[config.mk]
export PLATFORM = sky130hd
export DESIGN_NAME = disp_scan_driver
export DESIGN_NICKNAME = d
export VERILOG_FILES = /design/src/rtl/scan_pkg.sv /design/src/rtl/hex7seg_rom.sv /design/src/rtl/disp_scan_driver.sv
export SDC_FILE = /design/constraint.sdc
export NUM_CORES = 1
export LEC_CHECK = 0
export CAP_MARGIN = 20
export CORE_MARGIN = 1.5
export CORE_UTILIZATION = 30
export DETAILED_ROUTE_END_ITERATION = 6
export GPL_TIMING_DRIVEN = 0
export PLACE_DENSITY_LB_ADDON = 0.1
export RECOVER_POWER = 50
export SYNTH_ARGS = -nofsm -noshare
export SYNTH_HDL_FRONTEND = slang
export SYNTH_SLANG_ARGS = --single-unit
[constraint.sdc]
create_clock -name clk -period 1.8 [get_ports clk]
set_input_delay 0.45 -clock clk [delete_from_list [all_inputs] [get_ports clk]]
set_output_delay 0.45 -clock clk [all_outputs]
set_load 0.01 [all_outputs]
[src/rtl/scan_pkg.sv]
// Shared constants for the 4-digit multiplexed 7-segment scan driver:
// glyph table, idle codes and the per-slot BLANK/SHOW state encoding.
package scan_pkg;

  localparam int NUM_DIGITS = 4;

  localparam logic [6:0] SEG_OFF  = 7'b1111111;
  localparam logic [3:0] SCAN_OFF = 4'b1111;

  typedef enum logic {
    ST_BLANK = 1'b0,
    ST_SHOW  = 1'b1
  } scan_state_e;

  // Active-low {g,f,e,d,c,b,a}; entry 15 first so GLYPH_TBL[n] is glyph n.
  localparam logic [15:0][6:0] GLYPH_TBL = {
    7'b0001110, 7'b0000110, 7'b0100001, 7'b1000110,
    7'b0000011, 7'b0001000, 7'b0010000, 7'b0000000,
    7'b1111000, 7'b0000010, 7'b0010010, 7'b0011001,
    7'b0110000, 7'b0100100, 7'b1111001, 7'b1000000
  };

endpackage

[src/rtl/hex7seg_rom.sv]
// Hex nibble to active-low 7-segment glyph lookup (pure combinational).
module hex7seg_rom
  import scan_pkg::*;
(
  input  logic [3:0] nib,
  output logic [6:0] glyph
);

  assign glyph = GLYPH_TBL[nib];

endmodule

[src/rtl/disp_scan_driver.sv]
// Multiplexed 4-digit 7-segment scanner: prescaled digit slots with an
// anti-ghost blank window, frame-atomic value updates and leading-zero blanking.
module disp_scan_driver
  import scan_pkg::*;
#(
  parameter int TICK_DIV  = 100000,
  parameter int BLANK_CYC = 1000
) (
  input  logic        clk,
  input  logic        clr,
  input  logic [15:0] value,
  input  logic        upd,
  input  logic        lz_en,
  output logic [6:0]  seg,
  output logic [3:0]  scan,
  output logic        frame_done
);

  localparam int PW = $clog2(TICK_DIV);
  localparam logic [PW-1:0] PRESC_LAST = PW'(TICK_DIV - 1);
  localparam logic [PW-1:0] BLANK_LAST = PW'(BLANK_CYC - 1);
  localparam logic [1:0]    DIG_LAST   = 2'(NUM_DIGITS - 1);

  logic [PW-1:0] presc_q, presc_d;
  logic [1:0]    dig_q, dig_d;
  scan_state_e   state_q, state_d;
  logic [15:0]   pend_q, pend_d;
  logic [15:0]   shadow_q, shadow_d;
  logic          first_q, first_d;
  logic [6:0]    seg_q, seg_d;
  logic [3:0]    scan_q, scan_d;
  logic          fd_q, fd_d;

  logic          slot_end, frame_end, boundary;
  logic [3:0]    nib;
  logic [6:0]    glyph;
  logic          lz_blank, show;

  assign slot_end  = (presc_q == PRESC_LAST);
  assign frame_end = slot_end && (dig_q == DIG_LAST);
  // The first cycle after reset acts as a frame boundary so an upd there lands at once.
  assign boundary  = frame_end || first_q;

  always_comb begin
    presc_d = slot_end ? '0 : presc_q + 1'b1;
    dig_d   = slot_end ? dig_q + 2'd1 : dig_q;
    first_d = 1'b0;
  end

  // Pending takes every upd; shadow only moves at a frame boundary.
  always_comb begin
    pend_d   = upd ? value : pend_q;
    shadow_d = boundary ? pend_d : shadow_q;
  end

  // FSM: state register
  always_ff @(posedge clk or negedge clr) begin
    if (!clr) state_q <= ST_BLANK;
    else      state_q <= state_d;
  end

  // FSM: next state
  always_comb begin
    state_d = state_q;
    case (state_q)
      ST_BLANK: if (presc_q == BLANK_LAST) state_d = ST_SHOW;
      ST_SHOW:  if (slot_end)              state_d = ST_BLANK;
      default:                             state_d = ST_BLANK;
    endcase
  end

  // FSM: outputs
  assign nib = shadow_q[{dig_q, 2'b00} +: 4];

  hex7seg_rom u_rom (
    .nib   (nib),
    .glyph (glyph)
  );

  always_comb begin
    lz_blank = 1'b0;
    case (dig_q)
      2'd3: lz_blank = (shadow_q[15:12] == 4'h0);
      2'd2: lz_blank = (shadow_q[15:8]  == 8'h00);
      2'd1: lz_blank = (shadow_q[15:4]  == 12'h000);
      default: lz_blank = 1'b0;
    endcase
    show   = (state_q == ST_SHOW) && !(lz_en && lz_blank);
    seg_d  = show ? glyph : SEG_OFF;
    scan_d = show ? ~(4'b0001 << dig_q) : SCAN_OFF;
    fd_d   = frame_end;
  end

  always_ff @(posedge clk or negedge clr) begin
    if (!clr) begin
      presc_q  <= '0;
      dig_q    <= '0;
      pend_q   <= '0;
      shadow_q <= '0;
      first_q  <= 1'b1;
      seg_q    <= SEG_OFF;
      scan_q   <= SCAN_OFF;
      fd_q     <= 1'b0;
    end else begin
      presc_q  <= presc_d;
      dig_q    <= dig_d;
      pend_q   <= pend_d;
      shadow_q <= shadow_d;
      first_q  <= first_d;
      seg_q    <= seg_d;
      scan_q   <= scan_d;
      fd_q     <= fd_d;
    end
  end

  assign seg        = seg_q;
  assign scan       = scan_q;
  assign frame_done = fd_q;

endmodule

==> summary.md, run 1 <==
| Metric | Value |
|---|---|
| Fillers | `1004` |
| Post-route DRC | `0` |
| Syn avg cell area | `12.9 sq um` |
| Layout cells sized above 1 | `about 40%` |
| Setup TNS Final | `-0.645 ns` |
| WS Path Type | `register to register` |
| Skew final | `0.00986 ns` |
| Vias in the first global route | `2094` |
| Finish-stage setup viols | `17` |
| Post-DP Area | `between 3000 and 4000 sq um` |
| CP Data Required Time | `2.06 ns` |
| Total gr overflow | `0` |
| Starting DRT DRC Count | `48` |
| CP Launch Point | `dig_q[1]` |
| Leakage | `1.74 nW` |
| Synth cell types | `50` |
| Min Hold Slack | `0.486 ns` |
| Final count of hold timing violations | `0` |
| Arrival @ worst endpoint | `2.15 ns` |
| Core box area | `10300 sq um` |
| Vias per std cell | `4.66` |
| Nets | `about 340` |
| Post-synth ARST share | `100%` |
| R2R Path Start | `dig_q[1]` |
| Chip width | `roughly 110 um` |
| Cells after Synth | `246` |
| Final GP Congestion | `0.732` |
| Crit-path cells | `buf_6, mux4_2, buf_6, ha_4, mux2_2, nand2_1, o311ai_1` |
| Cell area power density | `about 840 nW/um^2` |
| Die footprint | `11200 sq um` |
| First-pass GRT wire length | `between 10000 and 15000 um` |
| Status | `complete, but fails checks` |
| Pre-Repair DR Iteration Count | `4` |
| CTS buffer count | `9` |
| Clock-pin slew on the worst setup and hold paths | `0.07 ns` |
| Clk root buf | `clkbuf_8` |
| Tcrit/Tclk final | `105%` |
| Synth Flop Type | `dfrtp_1` |
| CP max-delay cell | `mux4_2` |
| Final wirelength | `6660 um` |
| Setup crit start kind | `register` |
| Failing checks | `max-capacitance violations, max-slew violations, negative setup slack` |
| Worst-path maximum fanout | `6` |
| YS warnings | `0` |
| Place WS | `-0.235 ns` |
| Area Growth Syn to Fin | `33.1%` |
| Critical path's top delay family | `multiplexers` |
| Sequential share of the synthesized area | `51.7%` |
| Min Tclk post-route | `1.90 ns` |
| Initial Utilization | `30.9%` |
| Actual slew at the worst max-slew pin | `1.63 ns` |
| Initial antenna violation count | `0` |
| Yosys reg bits | `65` |
| Clock network latency to the later pin of the worst-skew pair | `about 0.34 ns` |
| I/O pins | `32` |
| Final Cell Area | `4230 sq um` |
| Final core utilization | `41.1%` |
| Wire per inst | `14.7 um` |
| CP bufs+invs | `2` |
| Ant diodes | `0` |
| Row Count | `37` |
| Syn Nets | `278` |
| Slew Limit Fails | `66` |
| IO buf count | `30` |
| RSZ-0062 raised after global routing | `true` |
| Max clock buf depth | `2` |
| Post-DP HPWL | `between 4000 and 5000 um` |
| ANT nets after route | `0` |
| Largest net degree at the start of global routing | `66` |
| CTS tree | `yes` |
| Hold WC Path Type | `register to register` |
| Most Frequent Cell on Critical Path | `buf_6` |
| CTS H-tree depth | `3` |
| GRT Util Overall | `13.0%` |
| Via count | `2105` |
| Overall power | `3.54 mW` |
| CP max stage delay | `approximately 0.59 ns` |
| EDFF count, synth | `0` |
| # clock sinks | `65` |
| Synth Cell Area | `about 3200 sq um` |
| Peak VDD IR | `312 uV` |
| Setup slack after layout | `-0.0966 ns` |
| Die Y | `106 um` |
| Max Fclk | `0.527 GHz` |
| Hold Crit Start | `presc_q[0]` |
| Dpl cells | `412` |
| Slew margin rel. | `-8.40%` |
| MaxCap Viol Count | `1` |
| CP endpoint kind | `register` |
| Post-Layout Cell Count | `approximately 450` |
## placed cells by master, fill, tap and decap left out, types with 3 or more instances in the layout
cell / netlist / final
dfrtp_1: 53 / 51
mux2_2: 26 / 26
buf_4: 1 / 21
clkdlybuf4s50_1: 0 / 18
nor2_1: 14 / 13
nand3_1: 12 / 12
dfstp_2: 12 / 12
nand2_1: 11 / 11
xnor2_1: 11 / 11
clkbuf_8: 0 / 11
dlygate4sd2_1: 0 / 11
mux2_4: 10 / 10
ha_1: 12 / 8
buf_6: 2 / 7
xor2_1: 6 / 6
nor4_1: 4 / 4
mux2i_1: 6 / 4
a21oi_1: 3 / 3
mux4_2: 3 / 3
inv_1: 6 / 3
nand4_1: 3 / 3
nor3_1: 4 / 3
## layer usage
layer	global-route usage, %	part of all wire (%)	vias to the layer above
met5	0	0	-
met3	2.76	3.7	9
met1	18.1	48	1038
li1	-	-	1017
met4	5.79	1.8	0
met2	19.2	46	41
## state kept, by name, summed over array words and instances (netlist names)
name        flops
state_q         1
scan            4
frame_done      1
shadow_q       16
presc_q        17
pend_q         16
first_q         1
seg             7
dig_q           2
## power breakdown
| part | switching [mW] | internal (mW) | leakage, nW |
|---|---|---|---|
| sequential | 0.0662 | 1.55 | 0.776 |
| clock | 0.580 | 0.851 | 0.115 |
| combinational | 0.218 | 0.274 | 0.848 |
## cells by family after synthesis
kind of cell	Yosys count	synth area share, %
adders and majority gates	12	4.73
and+or+nand+nor	72	13.4
AOI/OAI and AO/OA	17	4.65
muxes	45	18.0
DFF	65	51.7
other	1	0.118
buffers and inverters	17	2.84
xor gates and xnor gates	17	4.69
## area by class of cell
class                      count  area, sq um  area share, %
multi-input combinational    164         1540           36.5
clock buffer                  11          151           3.58
buffer                        11          104           2.46
sequential                    65         1640           38.9
timing repair buffer          54          505           12.0
inverter                       6         31.3          0.740
clock inverter                 5         77.6           1.83
tap                          136          170           4.02
## cells in the mapped netlist, drive strengths merged, types with 4 or more instances
cell type  instances  area, sq um
nor2              14         52.6
xnor2             11         96.3
nand3             12         60.1
xor2               6         52.6
nand2             11         41.3
nand4              4         31.3
nor4               6         50.0
dfrtp             53         1330
dfstp             12          315
nor3               4         20.0
buf                8         55.1
mux2i              6         60.1
ha                12          150
mux2              36          443
inv                6         22.5
## path summary, 6_finish.rpt
kind                               end  cells after the start  slack, ns
setup / recovery                seg[4]                      7       -0.1
hold / removal              presc_q[0]                      1       0.49
setup reg to reg                seg[4]                      7       -0.1
hold reg to reg             presc_q[0]                      1       0.49
max in group asynchronous  presc_q[14]                      1       0.22
min in group asynchronous  presc_q[12]                      1       0.53
## timing repair
action                     4_1_cts  5_1_grt
buffers inserted                16        7
setup endpoints to repair       49       29
gates cloned                     1        0
gates resized for setup         30       18
pin swaps                        4        3
hold buffers                     0        0
Power figures use the tool's default switching activity.
==> run 2, diff against run 1 <==
CORE_MARGIN = 2   (was 1.5)
REMOVE_ABC_BUFFERS = 1   (was not set)
==> summary.md, run 2 (synthesis gave the netlist of run 1 again) <==
| Metric | Value |
|---|---|
| Actual slew at the worst max-slew pin | `0.827 ns (-0.799 ns)` |
| WS Path Type | `register to register` |
| ANT nets after route | `0 (unchanged)` |
| Slew margin rel. | `44.9% (+53 points)` |
| Setup crit start kind | `register` |
| MaxCap Viol Count | `0 (-1)` |
| CP endpoint kind | `register` |
| Status | `complete, but fails checks` |
| Failing checks | `negative setup slack` |
| Final core utilization | `40.0% (-1.1 points)` |
| Dpl cells | `403 (-2.2%)` |
| CTS tree | `yes` |
| Largest net degree at the start of global routing | `66 (unchanged)` |
| Vias in the first global route | `2093 (-0.048%)` |
| Core box area | `10300 sq um (+0.45%)` |
| CTS H-tree depth | `3 (unchanged)` |
| Post-DP HPWL | `4170 um (-5.7%)` |
| R2R Path Start | `presc_q[12]` |
| CP Launch Point | `presc_q[12]` |
| RSZ-0062 raised after global routing | `true` |
| Clk root buf | `clkbuf_8` |
| Setup slack after layout | `-0.0593 ns (+0.0373 ns)` |
| CP Data Required Time | `2.03 ns (-0.03 ns)` |
| Max clock buf depth | `2 (unchanged)` |
| I/O pins | `32 (unchanged)` |
| Total gr overflow | `0 (unchanged)` |
| Setup TNS Final | `-0.543 ns (+0.101 ns)` |
| Largest registers | `presc_q x17, pend_q x16, shadow_q x16` |
| Final GP Congestion | `0.752 (+2.8%)` |
| GRT Util Overall | `12.5% (-0.47 points)` |
| Worst-path maximum fanout | `8 (+2)` |
| Initial Utilization | `30.8% (-0.14 points)` |
| CTS buffer count | `9 (unchanged)` |
| Pre-Repair DR Iteration Count | `4 (unchanged)` |
| Wire per inst | `15.2 um (+2.8%)` |
| # clock sinks | `65 (unchanged)` |
| IO buf count | `31 (+3.3%)` |
| Die footprint | `11400 sq um (+1.9%)` |
| Slew Limit Fails | `0 (-100%)` |
| Via count | `2057 (-2.3%)` |
| Min Tclk post-route | `1.86 ns (-0.0373 ns)` |
| Overall power | `3.50 mW (-1.1%)` |
| Max FFs per register | `17 (unchanged)` |
| Commonest non-fill, non-tap cell in the layout | `dfrtp_1` |
| Ant diodes | `0 (unchanged)` |
| Leakage | `1.65 nW (-4.9%)` |
| Post-route DRC | `0 (unchanged)` |
| Vias per std cell | `4.70 (+0.84%)` |
| Max Fclk | `0.538 GHz (+2.0%)` |
| Clock network latency to the later pin of the worst-skew pair | `0.35 ns (about the same)` |
| Arrival @ worst endpoint | `2.09 ns (-0.06 ns)` |
| Final count of hold timing violations | `0 (unchanged)` |
| Finish-stage setup viols | `13 (-4)` |
| Starting DRT DRC Count | `76 (+58%)` |
| First-pass GRT wire length | `10900 um (-1.5%)` |
| Hold WC Path Type | `input port to asynchronous set/reset pin` |
| Peak VDD IR | `489 uV (+57%)` |
| Commonest non-fill, non-tap cells in the layout | `47 x dfrtp_1, 25 x mux2_2, 18 x clkdlybuf4s50_1, 15 x buf_4, 13 x nor2_1` |
| Area Growth Syn to Fin | `30.0%` |
| Skew final | `0.0153 ns (+0.00540 ns)` |
| Clock-pin slew on the worst setup and hold paths | `0.08 ns (about the same)` |
| Cell area power density | `848 nW/um^2 (+1.3%)` |
| Tcrit/Tclk final | `103% (-2.1 points)` |
| Row Count | `37 (unchanged)` |
| Chip width | `107 um (+0.94%)` |
| Die Y | `107 um (+0.94%)` |
| Reg with most FFs | `presc_q` |
| Layout cells sized above 1 | `38.7% (-1.1 points)` |
| Final wirelength | `6640 um (-0.36%)` |
| Initial antenna violation count | `0 (unchanged)` |
| Post-Layout Cell Count | `438 (-3.1%)` |
| Nets | `329 (-4.1%)` |
| Min Hold Slack | `0.190 ns (-0.296 ns)` |
[run 2: changes by cell type in the layout (fill, tap and decap cells not counted), moves of 2 or more]
cell / before / now
ha_2: 2 / 0
clkbuf_2: 2 / 0
mux2i_4: 2 / 0
ha_4: 2 / 6
dfrtp_2: 2 / 6
ha_1: 8 / 6
dfrtp_1: 51 / 47
nor3b_1: 2 / 0
clkinv_4: 0 / 2
buf_4: 21 / 15
nor3b_2: 0 / 2
buf_6: 7 / 3
clkbuf_8: 11 / 9
[run 2: metal layers]
| layer | global-route usage [%] | vias up | wire (um) |
|---|---|---|---|
| met5 | 0 | - | 0 |
| met4 | 6.31 | 0 | 153 |
| met3 | 3.59 | 11 | 214 |
| met2 | 17.4 | 38 | 2870 |
| met1 | 17.5 | 1023 | 3400 |
| li1 | - | 985 | - |
[run 2: repair_timing]
| action | CTS | global route |
|---|---|---|
| hold buffers | 0 | 0 |
| cloned | 0 | 1 |
| pin swaps | 8 | 8 |
| resized for setup | 35 | 19 |
| setup endpoints to repair | 47 | 35 |
| setup buffers | 11 | 7 |
[run 2: final timing paths]
path / cells past startpoint / slack, ns / endpoint
min reg2reg: 1 / 0.50 / pend_q[0]
min: 1 / 0.19 / presc_q[15]
min in group clk: 1 / 0.50 / pend_q[0]
max: 6 / -0.06 / shadow_q[4]
max reg2reg: 6 / -0.06 / shadow_q[4]
max in group asynchronous: 1 / 1.01 / dig_q[0]
[run 2: power breakdown]
group | internal, mW | switching (mW) | total [mW]
clock network | 0.779 | 0.611 | 1.39
logic | 0.278 | 0.223 | 0.501
registers | 1.55 | 0.0603 | 1.61
total | 2.61 | 0.894 | 3.50
[run 2: cell type report]
class                   instances  area [sq um]
clock inverters                 7          95.1
inverters                       6          27.5
fillers                       989          6190
multi-input cells             164          1570
repair buffers                 51           492
clock buffers                   9           124
flip-flops and latches         65          1650
well taps                     136           170
[run 2: through the flow]
stage / instance area, sq um / worst slack, ns
2_1_floorplan: 3110 / -0.293
3_5_place_dp: 3590 / -0.599
4_1_cts: 3980 / -0.0560
3_3_place_gp: 3590 / -1.99
6_report: 4130 / -0.0593
5_1_grt: 4130 / -0.141
[run 2: critical path, cell delays in order, from the launching register on]
cell and delay, ns:
dfrtp_2 0.45, nor4_4 0.32, buf_4 0.17, and2_4 0.15
a41oi_4 0.14, clkbuf_16 0.21, mux2_4 0.30
==> run 3, diff against run 2 <==
CTS_CLUSTER_DIAMETER = 120   (was not set)
CTS_CLUSTER_SIZE = 30   (was not set)
SLEW_MARGIN = 20   (was not set)
==> summary.md, run 3 (synthesis gave the netlist of run 1 again) <==
| Metric | Value |
|---|---|
| Status | `complete, but fails checks` |
| Failing checks | `negative setup slack` |
| Post-DP Area | `3620 sq um (+0.80%)` |
| Setup slack after layout | `-0.0502 ns (+0.00916 ns)` |
| Largest registers | `presc_q x17, pend_q x16, shadow_q x16` |
| Hold WC Path Type | `register to register` |
| Via count | `2012 (-2.2%)` |
| First-pass GRT wire length | `11000 um (+1.6%)` |
| GRT Util Overall | `12.7% (+0.21 points)` |
| Vias in the first global route | `2091 (-0.096%)` |
| Slew Limit Fails | `0 (unchanged)` |
| CP endpoint kind | `register` |
| Final wirelength | `6510 um (-1.9%)` |
| Vias per std cell | `4.61 (-1.7%)` |
| Setup crit start kind | `register` |
| IO buf count | `31 (unchanged)` |
| MaxCap Viol Count | `0 (unchanged)` |
| Initial antenna violation count | `0 (unchanged)` |
| Area Growth Syn to Fin | `26.4%` |
| Min Tclk post-route | `1.85 ns (-0.00916 ns)` |
| Commonest non-fill, non-tap cells in the layout | `49 x dfrtp_1, 24 x mux2_2, 18 x clkdlybuf4s50_1, 14 x buf_4` |
| Clk root buf | `clkbuf_8` |
| Die Y | `107 um (unchanged)` |
| Pre-Repair DR Iteration Count | `4 (unchanged)` |
| WS Path Type | `register to register` |
| Max Fclk | `0.540 GHz (+0.49%)` |
| Total gr overflow | `0 (unchanged)` |
| Overall power | `3.21 mW (-8.5%)` |
| Die footprint | `11400 sq um (unchanged)` |
| ANT nets after route | `0 (unchanged)` |
| Cell area power density | `799 nW/um^2 (-5.9%)` |
| Clock-pin slew on the worst setup and hold paths | `0.08 ns (about the same)` |
| Post-route DRC | `0 (unchanged)` |
| Chip width | `107 um (unchanged)` |
| Largest net degree at the start of global routing | `46 (-30%)` |
| # clock sinks | `65 (unchanged)` |
| Layout cells sized above 1 | `36.7% (-2.1 points)` |
| Reg with most FFs | `presc_q` |
| Leakage | `1.63 nW (-1.8%)` |
| Final core utilization | `38.9% (-1.1 points)` |
| Initial Utilization | `30.8% (unchanged)` |
| Actual slew at the worst max-slew pin | `0.768 ns (-0.0588 ns)` |
| Wire per inst | `14.9 um (-1.5%)` |
| Peak VDD IR | `350 uV (-28%)` |
| CTS buffer count | `9 (unchanged)` |
| Core box area | `10300 sq um (unchanged)` |
| Skew final | `0.0118 ns (-0.00345 ns)` |
| Final GP Congestion | `0.752 (unchanged)` |
| Place WS | `-0.618 ns (-0.0190 ns)` |
| Commonest non-fill, non-tap cell in the layout | `dfrtp_1` |
| RSZ-0062 raised after global routing | `true` |
| Ant diodes | `0 (unchanged)` |
| CP Data Required Time | `2.06 ns (+0.03 ns)` |
| Max clock buf depth | `2 (unchanged)` |
| Final count of hold timing violations | `0 (unchanged)` |
| CTS H-tree depth | `3 (unchanged)` |
| Clock network latency to the later pin of the worst-skew pair | `0.34 ns (about the same)` |
| Finish-stage setup viols | `2 (-11)` |
| CTS tree | `yes` |
| Nets | `327 (-0.61%)` |
| Fillers | `1001 (+1.2%)` |
| Arrival @ worst endpoint | `2.11 ns (+0.02 ns)` |
| Post-DP HPWL | `4280 um (+2.6%)` |
| Tcrit/Tclk final | `103% (-0.51 points)` |
| I/O pins | `32 (unchanged)` |
| Max FFs per register | `17 (unchanged)` |
| Starting DRT DRC Count | `72 (-5.3%)` |
| Worst-path maximum fanout | `6 (-2)` |
| Slew margin rel. | `48.8% (+3.9 points)` |
| Final Cell Area | `4020 sq um (-2.8%)` |
| Row Count | `37 (unchanged)` |
## run 3: stage by stage
stage / setup TNS (ns) / cells / hold slack, ns
global placement: -140.31 / 402 / 0.475
global route: -2.76 / 436 / 0.509
finish: -0.0836 / 436 / 0.487
floorplan: -2.20 / 235 / 0.154
CTS: -0.0820 / 431 / 0.495
detailed placement: -15.56 / 403 / 0.364
## run 3: repair_timing
action,CTS,global route
pin swaps,7,7
hold buffers,1,0
resized for setup,39,9
setup buffers,11,5
setup endpoints to repair,50,36
endpoints found under the hold margin,9,0
## run 3: path summary, 6_finish.rpt
| kind | start | endpoint | slack (ns) | cells past startpoint |
|---|---|---|---|---|
| worst min register to register | presc_q[0] | presc_q[0] | 0.49 | 1 |
| min in group asynchronous | clr | presc_q[14] | 0.60 | 2 |
| max in group asynchronous | clr | dig_q[0] | 0.20 | 3 |
| worst max-delay path | dig_q[1] | seg[0] | -0.05 | 6 |
| worst max register to register | dig_q[1] | seg[0] | -0.05 | 6 |
| worst min-delay path | presc_q[0] | presc_q[0] | 0.49 | 1 |
## run 3: layer usage
layer / share of wire [%] / vias to the layer above / global-route usage [%] / wire [um]
met5: 0 / - / 0 / 0
met4: 1.4 / 0 / 5.57 / 93
met3: 3.8 / 10 / 3.83 / 249
met2: 44 / 40 / 17.7 / 2860
met1: 51 / 975 / 18.1 / 3310
li1: - / 987 / - / -
## run 3: critical path, stage by stage, from the launching register on
cell and delay, ns:
dfrtp_2 0.41, mux4_2 0.58, inv_4 0.12, ha_4 0.17
nor2_2 0.04, a22o_1 0.21, o31ai_2 0.22
## run 3: area by class of cell
class / count / area [sq um] / area share (%)
Clock buffer: 13 / 159 / 3.96
Clock inverter: 3 / 15.0 / 0.374
Inverter: 6 / 27.5 / 0.686
Multi-Input combinational cell: 164 / 1550 / 38.6
Sequential cell: 65 / 1650 / 41.0
Tap cell: 136 / 170 / 4.24
Timing Repair Buffer: 49 / 448 / 11.2
## run 3: power by group
| group | internal [mW] | leakage (nW) | switching, mW |
|---|---|---|---|
| combinational | 0.257 | 0.760 | 0.211 |
| clock | 0.570 | 0.0932 | 0.552 |
| sequential | 1.55 | 0.773 | 0.0635 |
| total | 2.38 | 1.63 | 0.826 |
